File: src/rtl/csr_pkg.sv
// Shared definitions for the machine-mode CSR file: addresses, Zicsr op codes,
// mstatus bit positions and the read-modify-write data function.
package csr_pkg;

    localparam logic [11:0] CSR_MSTATUS  = 12'h300;
    localparam logic [11:0] CSR_MIE      = 12'h304;
    localparam logic [11:0] CSR_MTVEC    = 12'h305;
    localparam logic [11:0] CSR_MSCRATCH = 12'h340;
    localparam logic [11:0] CSR_MEPC     = 12'h341;
    localparam logic [11:0] CSR_MCAUSE   = 12'h342;

    localparam int unsigned MSTATUS_MIE_BIT  = 3;
    localparam int unsigned MSTATUS_MPIE_BIT = 7;

    typedef enum logic [2:0] {
        OpRw  = 3'b001,
        OpRs  = 3'b010,
        OpRc  = 3'b011,
        OpRwi = 3'b101,
        OpRsi = 3'b110,
        OpRci = 3'b111
    } csr_op_e;

    function automatic logic [31:0] csr_wdata(input csr_op_e op, input logic [31:0] old,
                                              input logic [31:0] src);
        logic [31:0] res;
        case (op)
            OpRw, OpRwi: res = src;
            OpRs, OpRsi: res = old | src;
            OpRc, OpRci: res = old & ~src;
            default:     res = old;
        endcase
        return res;
    endfunction

endpackage

File: src/rtl/csr_controller.sv
// Machine-mode CSR file: Zicsr read/modify/write, trap entry capture and mret
// restore of the global interrupt enable.
module csr_controller
    import csr_pkg::*;
#(
    parameter logic [31:0] MTVEC_RST = 32'h0000_0000
) (
    input  logic        clk,
    input  logic        rstn,
    input  logic [2:0]  op_i,
    input  logic [11:0] addr_i,
    input  logic [31:0] rs1_data_i,
    input  logic [4:0]  zimm_i,
    input  logic        we_i,
    input  logic [31:0] pc_i,
    input  logic        trap_i,
    input  logic [31:0] mcause_i,
    input  logic        mret_i,
    output logic [31:0] rdata_o,
    output logic        illegal_o,
    output logic [31:0] mie_o,
    output logic        mstatus_mie_o,
    output logic [31:0] mtvec_o,
    output logic [31:0] mepc_o,
    output logic        int_rst_o
);

    logic        mstatus_mie_q;
    logic        mstatus_mpie_q;
    logic [31:0] mie_q;
    logic [31:0] mtvec_q;
    logic [31:0] mscratch_q;
    logic [31:0] mepc_q;
    logic [31:0] mcause_q;

    logic        addr_valid;
    logic        op_valid;
    logic [31:0] mstatus_rd;
    logic [31:0] src;
    logic [31:0] wdata;
    logic        csr_wr;

    always_comb begin
        mstatus_rd = 32'h0;
        mstatus_rd[MSTATUS_MIE_BIT]  = mstatus_mie_q;
        mstatus_rd[MSTATUS_MPIE_BIT] = mstatus_mpie_q;
    end

    // Read mux; unimplemented addresses read as zero.
    always_comb begin
        addr_valid = 1'b1;
        rdata_o    = 32'h0;
        case (addr_i)
            CSR_MSTATUS:  rdata_o = mstatus_rd;
            CSR_MIE:      rdata_o = mie_q;
            CSR_MTVEC:    rdata_o = mtvec_q;
            CSR_MSCRATCH: rdata_o = mscratch_q;
            CSR_MEPC:     rdata_o = mepc_q;
            CSR_MCAUSE:   rdata_o = mcause_q;
            default:      addr_valid = 1'b0;
        endcase
    end

    always_comb begin
        case (op_i)
            OpRw, OpRs, OpRc, OpRwi, OpRsi, OpRci: op_valid = 1'b1;
            default:                               op_valid = 1'b0;
        endcase
    end

    assign illegal_o = we_i & ~(addr_valid & op_valid);
    assign src       = op_i[2] ? {27'b0, zimm_i} : rs1_data_i;
    assign wdata     = csr_wdata(csr_op_e'(op_i), rdata_o, src);
    // A trapping instruction does not retire, so its CSR write is dropped.
    assign csr_wr    = we_i & ~illegal_o & ~trap_i;
    assign int_rst_o = mret_i & ~trap_i;

    always_ff @(posedge clk) begin
        if (!rstn) begin
            mstatus_mie_q  <= 1'b0;
            mstatus_mpie_q <= 1'b0;
        end else if (trap_i) begin
            mstatus_mpie_q <= mstatus_mie_q;
            mstatus_mie_q  <= 1'b0;
        end else if (mret_i) begin
            // mret overrides any concurrent write to mstatus.
            mstatus_mie_q  <= mstatus_mpie_q;
            mstatus_mpie_q <= 1'b1;
        end else if (csr_wr && addr_i == CSR_MSTATUS) begin
            mstatus_mie_q  <= wdata[MSTATUS_MIE_BIT];
            mstatus_mpie_q <= wdata[MSTATUS_MPIE_BIT];
        end
    end

    always_ff @(posedge clk) begin
        if (!rstn) begin
            mie_q <= 32'h0;
        end else if (csr_wr && addr_i == CSR_MIE) begin
            mie_q <= wdata;
        end
    end

    always_ff @(posedge clk) begin
        if (!rstn) begin
            mtvec_q <= MTVEC_RST & ~32'h3;
        end else if (csr_wr && addr_i == CSR_MTVEC) begin
            mtvec_q <= wdata & ~32'h3;
        end
    end

    always_ff @(posedge clk) begin
        if (!rstn) begin
            mscratch_q <= 32'h0;
        end else if (csr_wr && addr_i == CSR_MSCRATCH) begin
            mscratch_q <= wdata;
        end
    end

    always_ff @(posedge clk) begin
        if (!rstn) begin
            mepc_q <= 32'h0;
        end else if (trap_i) begin
            mepc_q <= pc_i & ~32'h3;
        end else if (csr_wr && addr_i == CSR_MEPC) begin
            mepc_q <= wdata & ~32'h3;
        end
    end

    always_ff @(posedge clk) begin
        if (!rstn) begin
            mcause_q <= 32'h0;
        end else if (trap_i) begin
            mcause_q <= mcause_i;
        end else if (csr_wr && addr_i == CSR_MCAUSE) begin
            mcause_q <= wdata;
        end
    end

    assign mie_o         = mie_q;
    assign mstatus_mie_o = mstatus_mie_q;
    assign mtvec_o       = mtvec_q;
    assign mepc_o        = mepc_q;

endmodule

File: config.mk
export PLATFORM = sky130hd
export DESIGN_NAME = csr_controller
export DESIGN_NICKNAME = d
export VERILOG_FILES = /design/src/rtl/csr_pkg.sv /design/src/rtl/csr_controller.sv
export SDC_FILE = /design/constraint.sdc
export NUM_CORES = 1
export LEC_CHECK = 0
export BUFFER_PORTS_ARGS = -buffer_cell sky130_fd_sc_hd__clkbuf_2
export CAP_MARGIN = 5
export CORE_MARGIN = 5
export CORE_UTILIZATION = 57
export DETAILED_ROUTE_END_ITERATION = 8
export MAX_ROUTING_LAYER = met4
export PLACE_DENSITY = 0.95
export RECOVER_POWER = 25
export SLEW_MARGIN = 20
export SYNTH_ARGS = -nofsm -noshare
export SYNTH_HDL_FRONTEND = slang
export SYNTH_SLANG_ARGS = --single-unit
File: constraint.sdc
create_clock -name clk -period 3.7 [get_ports clk]
set_input_delay 0.555 -clock clk [delete_from_list [all_inputs] [get_ports clk]]
set_output_delay 0.555 -clock clk [all_outputs]
set_load 0.01 [all_outputs]
==> flow_summary.toml <==
[power_and_ir_drop]
p_total_w = 0.00406
vdd_drop_max_uv = 336
cellLeakagePower_nw = 4.24
power_per_cell_area_nw_per_um2 = 382

[synth]
seq_area_frac_synth_pct = 36.0
proportion_of_synthesized_flip_flops_having_asynchronous_set_or_reset_pct = 0
synth_top_cells_by_count = "sky130_fd_sc_hd__dfxtp_1, sky130_fd_sc_hd__nand2_1, sky130_fd_sc_hd__o21ai_0"
avgSynthCellArea_sq_um = 8.12
yosys.area.top_type_share_pct = 36.0
ys_warn_count = 0
synth.lib_cells_used.distinct = 67
synth_edf_count = 0
cell_count_after_synthesis = 1083
ys_seq_elements = 158
post_synth_main_area_contributors = "sky130_fd_sc_hd__dfxtp_1, sky130_fd_sc_hd__o21ai_0, sky130_fd_sc_hd__nand2_1, sky130_fd_sc_hd__mux2i_1, sky130_fd_sc_hd__a21oi_1"
synth_flop_cell = "sky130_fd_sc_hd__dfxtp_1"
post_synth_instance_area_sq_um = 8790
yosys.area.top_type = "sky130_fd_sc_hd__dfxtp_1"
leading_cell_type_by_number_of_instances_after_synthesis = "sky130_fd_sc_hd__dfxtp_1"

[timing]
finalSetupViolations = 0
timing.slew.headroom_pct = 25.3
unrepaired_setup_endpoints_after_global_routing = "false"
hold_viol_final = 0
fin_crit_ps = 3140
finalMaxSlewViolations = 0
finalClockSkew_ps = 8.35
fmax_ghz = 0.318
final.setup.tns_ps = 0
worst_pin_slew_ps = 1120
post-route-period-util_pct = 85.0

[cells_and_area]
layout-drive-gt1-share_pct = 21.3
finish.utilization_pct = 70.2
antennaDiodeCount = 0
syn_to_final_growth_pct = 20.9
finalNetCount = 1400
instances_no_fill = 1480

[global_route]
grt_util_met1_pct = 45.9
met2_usage_pct = 56.4
grt_first_pass_wirelength_mm = 50.8
groute.layer.met3.usage_pct = 8.03
grt_max_degree = 44
grt_busiest_layer = "met2"
grt_overflow = 0
via_count_of_the_first_global_routing_pass = 9525
grt_use_total_pct = 36.8
antenna_violations_before_repair = 0

[worst_hold_path]
hold_crit_start = "mcause_i[4]"
hold_depth = 3
holdPathEnd = "mcause_q[4]"
worstHoldPathType = "in2reg"

[place]
port_buffers = 245
place.gp.congestion = 0.934
placed_cell_count = 1448
dp_hpwl_mm = 22.6

[routing]
vias_per_cell = 6.73
vias = 9957
finalWirelength_mm = 33.6
drt_first_iter_violations = 1315
drt-wirelength-per-cell_um = 22.7
drc_errors = 0
initial_drt_pass_iterations = 7
final_antenna_net_count = 0

[worst_setup_path]
delay_heaviest_family_cp = "simple AND/OR/NAND/NOR gates"
critical_path.reg2reg.endpoint = "mie_o[8]"
crit_slowest_cell = "sky130_fd_sc_hd__or4b_1"
worst_r2r_setup_slack_ps = 1730
worstSetupEndpointType = "output pin"
worst-r2r-cell-count = 5
r2r-start = "mtvec_o[8]"
crit_path_max_incr_delay_ps = 960
crit_top_cell = "sky130_fd_sc_hd__clkbuf_2"
number_of_buffers_and_inverters_on_the_critical_path = 2
start_kind = "primary input"
critical_path.cell_chain = "clkbuf_2 -> or4b_1 -> nor4_1 -> a311o_1 -> clkbuf_2"
timing.critical_path.fanout_max = 20
cp_data_arrival_time_ps = 2590
worstSetupPathType = "in2out"
worst_ep_required_ps = 3140

[floorplan]
die_w_um = 134
die_h_um = 134
dieArea_sq_um = 18000
standard_cell_core_area_sq_um = 15100
row_count = 45
top_level_ports = 252
effective_utilization_at_floorplan_pct = 58.1

[clock_network]
numCtsBuffers = 17
ctsHtreeMaxLevel = 4
cts_setup_buffers = 0
tritoncts = "done"
clk_path_buf_depth = 2
post_cts_resize_count = 0
holdBufCountCts = 0
number_of_clock_sinks = 158
path_clk_slew_ps = 70
clock_latency_ps = 440
clock-root-buffer = "sky130_fd_sc_hd__clkbuf_16"

[run]
maxcap_viol_count = 0

[run_status]
status = "finished, final reports clean"
==> per-stage QoR <==
stage	cell area [sq um]	worst slack, ps	hold WS (ps)
2_1_floorplan	8800	1300	417
3_3_place_gp	10100	671	427
3_5_place_dp	10100	668	434
4_1_cts	10700	648	302
5_1_grt	10600	441	314
6_report	10600	556	310
==> final cells by class <==
cell class | instances | area [sq um]
Timing Repair Buffer | 278 | 1390
Clock buffer | 17 | 425
Fill cell | 1201 | 4520
Sequential cell | 158 | 3160
Multi-Input combinational cell | 819 | 5240
Clock inverter | 15 | 159
Inverter | 5 | 18.8
Tap cell | 188 | 235
==> report_power, final <==
group / internal, W / switching [W] / leakage [nW]
registers: 0.00174 / 0.0000307 / 1.29
logic: 0.000191 / 0.000328 / 2.67
clock network: 0.00100 / 0.000766 / 0.281
==> tightest hold or removal path, cell delays in order <==
cell                       delay [ps]
sky130_fd_sc_hd__clkbuf_2          80
sky130_fd_sc_hd__nand2_1           40
sky130_fd_sc_hd__o31ai_1           50
==> state kept, by name, indices dropped and copies added, names as in the netlist <==
| name | cells |
|---|---|
| mcause_q | 32 |
| mepc_o | 30 |
| mie_o | 32 |
| mscratch_q | 32 |
| mstatus_mie_o | 1 |
| mstatus_mpie_q | 1 |
| mtvec_o | 30 |
==> worst max path at each step <==
stage | startpoint | to | cells past startpoint | slack (ps)
finish | addr_i[1] | rdata_o[4] | 5 | 560
detailed placement | addr_i[6] | mepc_o[8] | 5 | 670
global route | addr_i[6] | rdata_o[11] | 5 | 440
CTS | addr_i[6] | rdata_o[8] | 5 | 650
floorplan | addr_i[3] | rdata_o[7] | 5 | 1300
global placement | addr_i[1] | rdata_o[4] | 5 | 670
==> kinds of logic after synthesis <==
| kind of cell | synth area share (%) |
|---|---|
| AND/OR/NAND/NOR | 22.3 |
| XOR/XNOR | 2.19 |
| other | 0.0427 |
| flip-flops | 36.0 |
| buffers and inverters | 5.35 |
| AO/OA/AOI/OAI | 27.4 |
| multiplexers | 6.76 |
==> per-layer routing <==
layer	routed length [um]	share of wire, %	up-vias
met2	15200	45	786
met5	0	0	-
met3	4060	12	166
li1	-	-	4411
met1	12700	38	4594
met4	1660	4.9	0
==> cell usage in the layout (no fill, tap or decap), types with 13 or more instances in the layout <==
cell type	instances
sky130_fd_sc_hd__nand2_1	144
sky130_fd_sc_hd__a22oi_1	14
sky130_fd_sc_hd__clkbuf_2	173
sky130_fd_sc_hd__nand4_1	19
sky130_fd_sc_hd__o22ai_1	20
sky130_fd_sc_hd__dfxtp_1	158
sky130_fd_sc_hd__a21oi_1	50
sky130_fd_sc_hd__clkbuf_1	71
sky130_fd_sc_hd__xnor2_1	18
sky130_fd_sc_hd__a41oi_1	17
sky130_fd_sc_hd__mux2_2	19
sky130_fd_sc_hd__and2_1	20
sky130_fd_sc_hd__buf_4	34
sky130_fd_sc_hd__mux2i_1	38
sky130_fd_sc_hd__nor2b_1	30
sky130_fd_sc_hd__o2111ai_1	21
sky130_fd_sc_hd__and3_1	20
sky130_fd_sc_hd__clkbuf_16	17
sky130_fd_sc_hd__and3b_1	23
sky130_fd_sc_hd__nor2_1	19
sky130_fd_sc_hd__o211ai_1	31
sky130_fd_sc_hd__nor3_1	13
sky130_fd_sc_hd__o21ai_0	134
sky130_fd_sc_hd__o21ai_1	15
sky130_fd_sc_hd__nand3_1	22
sky130_fd_sc_hd__a22o_1	22
(Power assumes the default switching activity.)
